**config.mk**
```make
export PLATFORM = sky130hd
export DESIGN_NAME = lfsr_rng
export DESIGN_NICKNAME = d
export VERILOG_FILES = /design/src/rtl/lfsr_rng.sv
export SDC_FILE = /design/constraint.sdc
export NUM_CORES = 1
export LEC_CHECK = 0
export ABC_AREA = 1
export CAP_MARGIN = 0
export CORE_MARGIN = 2
export CORE_UTILIZATION = 54
export DETAILED_ROUTE_END_ITERATION = 10
export GPL_TIMING_DRIVEN = 0
export HOLD_SLACK_MARGIN = 0.06
export PLACE_DENSITY = 0.82
export SETUP_SLACK_MARGIN = 0.5
export SYNTH_ARGS = -nofsm -noshare
export SYNTH_HDL_FRONTEND = slang
export SYNTH_SLANG_ARGS = --single-unit
```
**constraint.sdc**
```tcl
create_clock -name clk -period 2.1 [get_ports clk]
set_clock_uncertainty 0.2 [all_clocks]
set_input_delay 0.42 -clock clk [delete_from_list [all_inputs] [get_ports clk]]
set_output_delay 0.42 -clock clk [all_outputs]
set_load 0.03 [all_outputs]
```
**src/rtl/lfsr_rng.sv**
```systemverilog
// lfsr_rng: Fibonacci-style LFSR random number source with a valid/ready
// output handshake, seed loading, all-zero lockup detection and period
// measurement.
//
// Parameters
//   WIDTH         state / output width (3..32)
//   TAPS          feedback mask; bit i set means state bit i enters the XOR
//   DEFAULT_SEED  state loaded on reset (zero is replaced by 1)
//   FREE_RUN      1: advance every cycle, ignore out_ready
//                 0: advance only on out_valid & out_ready
//
// Ports
//   clk          clock, rising edge
//   rst          synchronous active-high reset
//   load         load seed_in into the state this cycle (beats an advance)
//   seed_in      seed sampled when load=1
//   out_ready    consumer accepts rand_out
//   out_valid    rand_out is valid (generator running)
//   rand_out     current LFSR state, straight from the state register
//   lockup       state is all-zero, generator halted
//   period_done  one-cycle pulse when an advance returns to the loaded seed
//   period       advance count of the most recently completed cycle
module lfsr_rng #(
    parameter int unsigned       WIDTH        = 6,
    parameter logic [WIDTH-1:0]  TAPS         = 6'b000011,
    parameter logic [WIDTH-1:0]  DEFAULT_SEED = 6'b000001,
    parameter bit                FREE_RUN     = 1'b0
) (
    input  logic             clk,
    input  logic             rst,
    input  logic             load,
    input  logic [WIDTH-1:0] seed_in,
    input  logic             out_ready,
    output logic             out_valid,
    output logic [WIDTH-1:0] rand_out,
    output logic             lockup,
    output logic             period_done,
    output logic [WIDTH-1:0] period
);

    // All-zero is the LFSR's absorbing state, so never use it as a reset seed.
    localparam logic [WIDTH-1:0] RESET_SEED =
        (DEFAULT_SEED == '0) ? WIDTH'(1) : DEFAULT_SEED;

    typedef enum logic {
        RUN    = 1'b0,
        LOCKED = 1'b1
    } fsm_t;

    fsm_t             fsm_q, fsm_d;
    logic [WIDTH-1:0] state_q, state_d;
    logic [WIDTH-1:0] seed_q, seed_d;
    logic [WIDTH-1:0] cnt_q, cnt_d;
    logic [WIDTH-1:0] period_q, period_d;
    logic             done_q, done_d;
    logic             valid_q, valid_d;
    logic             lock_q, lock_d;

    logic             advance_c;
    logic             feedback_c;
    logic [WIDTH-1:0] shifted_c;

    // Next LFSR value: shift right, XOR of tapped bits enters the MSB.
    always_comb begin
        feedback_c = ^(state_q & TAPS);
        shifted_c  = {feedback_c, state_q[WIDTH-1:1]};
    end

    // Handshake: in RUN out_valid is high, so only out_ready gates the advance.
    always_comb begin
        advance_c = (fsm_q == RUN) && (FREE_RUN || out_ready);
    end

    // Next-state and output logic.
    always_comb begin
        fsm_d    = fsm_q;
        state_d  = state_q;
        seed_d   = seed_q;
        cnt_d    = cnt_q;
        period_d = period_q;
        done_d   = 1'b0;

        if (load) begin
            state_d = seed_in;
            seed_d  = seed_in;
            cnt_d   = '0;
            fsm_d   = (seed_in == '0) ? LOCKED : RUN;
        end else begin
            unique case (fsm_q)
                RUN: begin
                    if (advance_c) begin
                        state_d = shifted_c;
                        if (shifted_c == seed_q) begin
                            done_d   = 1'b1;
                            period_d = cnt_q + WIDTH'(1);
                            cnt_d    = '0;
                        end else begin
                            cnt_d = cnt_q + WIDTH'(1);
                        end
                        // Only reachable with a degenerate tap mask.
                        if (shifted_c == '0) begin
                            fsm_d = LOCKED;
                        end
                    end
                end
                LOCKED: begin
                    state_d = '0;
                end
                default: begin
                    fsm_d = RUN;
                end
            endcase
        end

        valid_d = (fsm_d == RUN);
        lock_d  = (fsm_d == LOCKED);
    end

    // State register; reset beats load and advance.
    always_ff @(posedge clk) begin
        if (rst) begin
            fsm_q    <= RUN;
            state_q  <= RESET_SEED;
            seed_q   <= RESET_SEED;
            cnt_q    <= '0;
            period_q <= '0;
            done_q   <= 1'b0;
            valid_q  <= 1'b1;
            lock_q   <= 1'b0;
        end else begin
            fsm_q    <= fsm_d;
            state_q  <= state_d;
            seed_q   <= seed_d;
            cnt_q    <= cnt_d;
            period_q <= period_d;
            done_q   <= done_d;
            valid_q  <= valid_d;
            lock_q   <= lock_d;
        end
    end

    assign rand_out    = state_q;
    assign out_valid   = valid_q;
    assign lockup      = lock_q;
    assign period_done = done_q;
    assign period      = period_q;

endmodule

```
==> out/metrics.cfg, run 1 <==
[timing]
final_hold_viol_count = 0
drv_slew = 0
rsz0062_at_grt = yes
hold_slack_ps = 275.6
fin_crit_ps = 1605
finalSetupViolCount = 0
worst_pin_slew_ps = 463.1
relSlewSlack_pct = 69.13
fin_tns_setup_ps = 0
fmax_mhz = 623.2
timing.final.crit_share_pct = 76.41

[logic_synthesis]
synth_seq_cells = 27
synth_edf_count = 0
synthTopCellsByCount = nand2_1 (49), dfxtp_1 (27), inv_1 (21)
ys_seq_area_share_pct = 41.22
yosys_warnings = 0
synth_cells = 186
syn-num-nets = 197
async_flop_share_pct = 0
synth_cell_types = 24
synth_ff_type = dfxtp_1
yosysTopAreaCellShare_pct = 41.22
yosysTopAreaCell = dfxtp_1
yosysMostFrequentCell = nand2_1
yosys-top-cells-area = dfxtp_1 (41%), nand2_1 (14%), inv_1 (6.0%)
avgSynthCellArea_sq_um = 7.050
syn-cell-area_sq_um = 1311

[clock_network]
cts_inserted_buffers = 3
cts.sinks = 27
worstSkewPairLatency_ps = 340
max-clock-path-buffers = 2
tritoncts = yes
root_buffer = clkbuf_4
clkTransAtPathRegs_ps = 160
cts_max_level = 1

[cells_and_area]
area_growth_pct = 20.90
fin_cells = 243
layout-drive-gt1-share_pct = 19.53
fillers = 200
post-route-util_pct = 70.31
diodes = 0
fin_nets = 227

[placed_design]
port_buffers = 23
post-dp-hpwl_mm = 2.356
dp_cells = 237
gp_congestion = 0.8509

[worst_setup_path]
criticalPathCategory = flop to output port
cp-end-kind = output port
path_cells = clkbuf_4
slowest_stage = dfxtp_1
path_max_fanout = 4
crit_family = flip-flops
cp.required_ps = 1480
arrival_ps = 980
startpoint_type = flop
max_stage_delay_ps = 430
path_buf_inv = 1

[worst_hold_path]
hold_class = input pin to flop

[global_routing]
overflow = 0
track_usage_pct = 25.31
grt_max_degree = 15
antenna_found_initial = 0
grt_pass1_wl_mm = 5.126
grt_pass1_vias = 1171

[die]
initial_utilization_pct = 58.16
die_area_sq_um = 2838
rows = 17
coreArea_sq_um = 2255
fp.dieH_microns = 53.28
die_x_microns = 53.28
num_io_pins = 25

[route]
drt_iter0_markers = 58
wl_mm = 3.206
wl_per_cell_microns = 13.19
via_per_inst = 5.494
dr.pass1.iters = 4
num_vias = 1335
remaining_drc_errors = 0
ant_nets = 0

[pwr]
irDropWorstVdd_v = 0.0006481
p_leak_nw = 0.7145
powerDensity_nw_per_um2 = 648.3

[status]
run_status = complete, no violations

[flow_run]
maxCapViolCount = 0

## per-stage QoR
stage               power, mW  cell area [sq um]  worst slack [ps]
floorplan              0.7163               1311             516.1
global placement       0.7872               1577             58.72
detailed placement     0.7969               1577             35.14
CTS                     1.014               1546             423.4
global route            1.065               1585             434.9
finish                  1.028               1585             495.5
## registers in the layout, indices dropped and copies added (netlist names)
register	cells
seed_q	6
cnt_q	6
lockup	1
period_done	1
period	6
rand_out	6
out_valid	1
## cells in the final DEF, fill, tap and decap left out, drive strengths merged
master         instances
a21oi                 13
xnor2                  5
nor4                   1
ha                     1
nor2                  22
clkbuf                 7
o21ai                  8
buf                   18
clkdlybuf4s50          8
nand2                 51
dfxtp                 27
nand3                 17
inv                   23
xor2                   3
o22ai                  4
nor3                   1
a31oi                  5
o211ai                 1
## where the power goes
part	switching, mW	leakage (nW)	total [mW]	internal, mW
combinational	0.145	0.476	0.227	0.0813
sequential	0.0264	0.224	0.563	0.537
clock	0.163	0.0150	0.238	0.0747
## final timing paths
check	cells past startpoint	slack (ps)	from	end
hold / removal	2	280	rst	period_done
setup / recovery	1	500	rand_out[0]	rand_out[0]
setup reg to reg	9	550	rand_out[1]	period[0]
hold reg to reg	2	300	seed_q[2]	seed_q[2]
## cell families (layout without fill, tap and decap cells)
family / count (synthesis) / after routing / share of synthesized area, %
AND/OR/NAND/NOR: 92 / 92 / 30.92
buffers and inverters: 27 / 56 / 8.683
AO/OA/AOI/OAI: 31 / 31 / 12.88
adder cells (fa/ha/maj): 1 / 1 / 0.9540
XOR/XNOR: 8 / 8 / 5.344
flip-flops: 27 / 27 / 41.22
## per-layer routing
metal  global-route usage (%)  vias to the layer above  share of wire [%]
met2                    40.74                       56                 47
li1                         -                      661                  -
met1                    32.63                      614                 44
met3                    2.542                        4                7.5
met5                        0                        -                  0
met4                    14.53                        0                1.7
## timing repair
| item | CTS | global route |
|---|---|---|
| buffers inserted | 0 | 2 |
| gates resized for setup | 82 | 12 |
| setup endpoints to repair | 19 | 16 |
| pin swaps | 0 | 4 |
| hold buffers | 0 | 0 |
## cell type report
type | count | area, sq um | area share (%)
clock buffer | 4 | 26.28 | 1.657
timing repair buffer | 25 | 177.7 | 11.21
sequential | 27 | 555.5 | 35.04
tap | 28 | 35.03 | 2.210
inverter | 23 | 86.33 | 5.446
buffer | 4 | 30.03 | 1.894
multi-input combinational | 132 | 674.4 | 42.54
No activity file was read; power rests on OpenSTA's default activity.
==> inputs of run 2 (changes only) <==
--- a/config.mk
+++ b/config.mk
@@ -8,11 +8,11 @@
 export ABC_AREA = 1
 export CAP_MARGIN = 0
 export CORE_MARGIN = 2
-export CORE_UTILIZATION = 54
+export CORE_UTILIZATION = 50
 export DETAILED_ROUTE_END_ITERATION = 10
 export GPL_TIMING_DRIVEN = 0
 export HOLD_SLACK_MARGIN = 0.06
-export PLACE_DENSITY = 0.82
+export PLACE_DENSITY = 0.77
 export SETUP_SLACK_MARGIN = 0.5
 export SYNTH_ARGS = -nofsm -noshare
 export SYNTH_HDL_FRONTEND = slang
==> constraint.sdc (replaced) <==
create_clock -name clk -period 1.5 [get_ports clk]
set_clock_uncertainty 0.2 [all_clocks]
set_input_delay 0.3 -clock clk [delete_from_list [all_inputs] [get_ports clk]]
set_output_delay 0.3 -clock clk [all_outputs]
set_load 0.03 [all_outputs]
==> run 2 against run 1 <==
Count of clock-buffer cells in the layout down 1. Design area up 31%. Flip-flop and latch count unchanged. Highest routed layer unchanged. Cell count up 7.8%. Sequential share of layout area down 6.9 points. Worst hold slack worse by 240 ps. The run now ends with negative setup slack left. Power up 57%.
==> out/metrics.cfg, run 2 (synthesis results as in run 1) <==
[pwr]
powerDensity_nw_per_um2 = 777.6
p_leak_nw = 0.8857
irDropWorstVdd_v = 0.0009476

[route]
via_per_inst = 5.603
dr.pass1.iters = 4
wl_mm = 4.144
drt_iter0_markers = 85
ant_nets = 0
wl_per_cell_microns = 15.82
remaining_drc_errors = 0
num_vias = 1468

[worst_setup_path]
startpoint_type = flop
cp-end-kind = flop
r2r_end = period[1]
critPathLaunch = rand_out[1]
path_buf_inv = 1
path_common_cell = nand3_2
path_max_fanout = 8
cp_num_cells = 8
rrSetupSlack_ps = -80
reg2reg_from = rand_out[1]
arrival_ps = 1630
r2r_cells = 8
max_stage_delay_ps = 400
criticalPathCategory = flop to flop
slowest_stage = dfxtp_4
crit_path_end = period[1]
cp.required_ps = 1550
crit_family = simple AND/OR/NAND/NOR gates
path_cells = inv_4, nand2_2, nand3_2, nand3_2, nor2_4, nand3_1, nand2_1, nor2_1

[die]
fp.dieH_microns = 55.21
num_io_pins = 25
die_x_microns = 55.21
coreArea_sq_um = 2477
initial_utilization_pct = 52.93
rows = 18
die_area_sq_um = 3048

[cells_and_area]
fin_area_sq_um = 2078
fin_cells = 262
area_growth_pct = 58.49
layout_common_cells = nand2_1 (41), buf_6 (22), inv_1 (17)
diodes = 0
layout-drive-gt1-share_pct = 49.57
fin_nets = 244
layout_commonest_cell = nand2_1

[timing]
worst_pin_slew_ps = 355.9
rsz0062_at_grt = yes
finalSetupViolCount = 4
timing.final.crit_share_pct = 105.4
fin_crit_ps = 1581
final_hold_viol_count = 0
drv_slew = 0
relSlewSlack_pct = 76.05
fmax_mhz = 632.5
setup_ws_ps = -80.96
hold_slack_ps = 38.67

[global_routing]
overflow = 0
antenna_found_initial = 0
track_usage_pct = 25.15
grt_pass1_vias = 1358
grt_pass1_wl_mm = 6.085
grt_max_degree = 16

[placed_design]
place_area_sq_um = 1667
dp_cells = 239
port_buffers = 23
gp_congestion = 0.9023
post-dp-hpwl_mm = 2.305

[status]
violations = negative setup slack
run_status = complete, but fails checks

[clock_network]
clkTransAtPathRegs_ps = 150
max-clock-path-buffers = 2
root_buffer = clkbuf_4
cts_max_level = 1
tritoncts = yes
cts_inserted_buffers = 3
cts.sinks = 27
worstSkewPairLatency_ps = 340

[flow_run]
maxCapViolCount = 0

[worst_hold_path]
hold_class = input pin to flop

## run 2: cell count changes in the layout (fill, tap and decap cells not counted), sizes merged
cell / previous run / this run
buf: 18 / 37
clkinv: 0 / 1
clkdlybuf4s50: 8 / 6
dlygate4sd2: 0 / 2
clkbuf: 7 / 4
## run 2: layout make-up
type	count	area (sq um)
multi-input cells	132	877.1
flip-flops and latches	27	584.3
repair buffers	42	414.1
fillers	145	399.1
inverters	23	96.34
plain buffers	4	41.29
well taps	30	37.54
clock buffers	3	22.52
clock inverters	1	5.005
## run 2: metrics by stage
stage | utilization, % | setup WS [ps] | power (mW) | TNS (ps)
2_1_floorplan | - | 136.2 | 1.026 | 0
3_3_place_gp | 67.27 | -309.8 | 1.131 | -4196
3_5_place_dp | 67.27 | -336.0 | 1.138 | -4634
4_1_cts | 76.92 | 24.39 | 1.530 | 0
5_1_grt | 83.89 | -135.4 | 1.682 | -596.5
6_report | 83.89 | -80.96 | 1.616 | -176.7
## run 2: layer usage
| metal | up-vias | GRT usage [%] | routed length (microns) |
|---|---|---|---|
| met2 | 68 | 46.26 | 2213 |
| li1 | 693 | - | - |
| met4 | 0 | 10.45 | 125 |
| met1 | 691 | 29.23 | 1581 |
| met5 | - | 0 | 0 |
| met3 | 16 | 2.810 | 225 |
## run 2: where the power goes
group	internal [mW]	switching (mW)	leakage (nW)	total [mW]
combinational	0.206	0.281	0.638	0.487
clock	0.101	0.233	0.0177	0.334
sequential	0.752	0.0433	0.230	0.795
## run 2: what timing repair did
action | 4_1_cts | 5_1_grt
gates resized for setup | 137 | 35
pin swaps | 9 | 7
hold endpoints to repair | 3 | 2
setup buffers | 13 | 5
gates cloned | 1 | 0
setup endpoints to repair | 42 | 37
## run 2: worst min path at each step
stage	start	endpoint	slack, ps	depth (start not counted)
final	rst	seed_q[1]	40	2
after CTS	rst	seed_q[1]	40	2
after detailed placement	cnt_q[1]	cnt_q[1]	280	2
after global placement	seed_q[4]	seed_q[4]	270	2
after floorplan	seed_in[0]	seed_q[0]	240	2
after global routing	rst	period_done	40	2
==> inputs of run 3 (changes only) <==
--- a/config.mk
+++ b/config.mk
@@ -12,7 +12,7 @@
 export DETAILED_ROUTE_END_ITERATION = 10
 export GPL_TIMING_DRIVEN = 0
 export HOLD_SLACK_MARGIN = 0.06
-export PLACE_DENSITY = 0.77
+export PLACE_DENSITY_LB_ADDON = 0.05
 export SETUP_SLACK_MARGIN = 0.5
 export SYNTH_ARGS = -nofsm -noshare
 export SYNTH_HDL_FRONTEND = slang
==> run 3 against run 2 <==
The flow still finishes with violations (negative setup slack). Clock power down 1%. Combinational power up 5.1%. First-iteration DRC count down 7.1%. Register-to-register slack better by 70 ps. Sequential share of layout area down 0.89 points. Routed wire length up 8.8%. Worst hold slack better by 17 ps. Highest routed layer unchanged.
==> out/metrics.cfg, run 3 (synthesis results as in run 1) <==
[status]
run_status = complete, but fails checks
violations = negative setup slack

[worst_hold_path]
min_to = seed_q[1]
hold_depth = 2
hold_class = input pin to flop
hp-start = rst

[route]
drt_iter0_markers = 79
dr.pass1.iters = 4
num_vias = 1528
via_per_inst = 5.788
wl_mm = 4.508
ant_nets = 0
wl_per_cell_microns = 17.08
remaining_drc_errors = 0

[placed_design]
post-place-ws_ps = -329.8
post-dp-hpwl_mm = 2.260
gp_congestion = 0.8415
port_buffers = 23

[pwr]
powerDensity_nw_per_um2 = 759.7
p_leak_nw = 0.9166
irDropWorstVdd_v = 0.0006651

[global_routing]
met1_usage_pct = 27.66
grt_pass1_wl_mm = 6.009
grt_max_degree = 15
grt_pass1_vias = 1379
grt_use_met3_pct = 2.576
overflow = 0
track_usage_pct = 24.24
top_usage_layer = met2
use_met2_pct = 44.56
antenna_found_initial = 0

[timing]
setup_ws_ps = -8.067
relSlewSlack_pct = 79.08
fin_crit_ps = 1508
drv_slew = 0
rsz0062_at_grt = yes
finalSetupViolCount = 2
fmax_mhz = 663.1
worst_pin_slew_ps = 313.5
final_hold_viol_count = 0
timing.final.crit_share_pct = 100.5
fin_tns_setup_ps = -10.93
hold_slack_ps = 55.35

[die]
die_area_sq_um = 3048
coreArea_sq_um = 2477
num_io_pins = 25
die_x_microns = 55.21
fp.dieH_microns = 55.21
rows = 18
initial_utilization_pct = 52.93

[clock_network]
cts_max_level = 1
max-clock-path-buffers = 2
cts_inserted_buffers = 3
cts.sinks = 27
worstSkewPairLatency_ps = 330
root_buffer = clkbuf_4
clkTransAtPathRegs_ps = 150
tritoncts = yes

[worst_setup_path]
arrival_ps = 1590
slowest_stage = dfxtp_4
path_common_cell = nand2_1
rrSetupSlack_ps = -8
r2r_cells = 10
criticalPathCategory = flop to flop
critPathLaunch = rand_out[4]
path_max_fanout = 5
reg2reg_from = rand_out[4]
startpoint_type = flop
r2r_end = period[3]
path_cells = inv_2, nand2_1, nand2_2, inv_2, nand2_2, nor2_4, nand3_4, nand2_1, nand2_1, nor2_1
cp-end-kind = flop
max_stage_delay_ps = 400
cp.required_ps = 1580

[cells_and_area]
layout_commonest_cell = nand2_1
fin_nets = 246
layout-drive-gt1-share_pct = 52.56
layout_common_cells = nand2_1 (38), buf_6 (24), inv_1 (15), buf_4 (15), nor2_1 (13)
diodes = 0
area_growth_pct = 64.69
post-route-util_pct = 87.17

[flow_run]
maxCapViolCount = 0

[run 3: worst max-delay path by stage]
stage	to	slack, ps	cells past startpoint
2_1_floorplan	period[0]	140	9
3_5_place_dp	period[2]	-330	6
6_report	period[3]	-8	10
4_1_cts	period[1]	60	9
5_1_grt	period[2]	-90	10
3_3_place_gp	period[2]	-300	6
[run 3: routing by layer]
layer / wire, microns / vias up / share of wire [%]
li1: - / 699 / -
met1: 1628 / 724 / 36
met2: 2354 / 82 / 52
met3: 297 / 23 / 6.6
met4: 227 / 0 / 5.0
met5: 0 / - / 0
[run 3: worst max-delay path, delay by kind of cell (launching register included)]
kind / cells / cell delay [ps]
flip-flops: 1 / 400
buffers and inverters: 2 / 100
AND/OR/NAND/NOR: 8 / 740
[run 3: area by class of cell]
type | instances | area [sq um]
multi-input combinational | 132 | 922.1
sequential | 27 | 588.1
timing repair buffer | 44 | 442.9
fill | 138 | 317.8
inverter | 23 | 101.3
buffer | 4 | 41.29
tap | 30 | 37.54
clock buffer | 4 | 26.28
[run 3: power by group]
group	leakage (nW)	total, mW	switching [mW]	internal (mW)
combinational	0.671	0.512	0.292	0.220
clock	0.0150	0.329	0.224	0.104
sequential	0.230	0.800	0.0516	0.749
[run 3: per-stage QoR]
stage | power, mW | std cells | instance area (sq um)
after floorplan | 1.026 | 186 | 1399
after detailed placement | 1.138 | 239 | 1667
after CTS | 1.535 | 254 | 1933
final | 1.641 | 264 | 2160
after global placement | 1.130 | 239 | 1667
after global routing | 1.688 | 264 | 2160
[run 3: repair_timing]
item | in CTS | in global routing
setup endpoints to repair | 42 | 41
cloned | 1 | 0
pin swaps | 9 | 16
setup buffers | 10 | 10
gates resized for setup | 145 | 46
hold buffers | 0 | 0
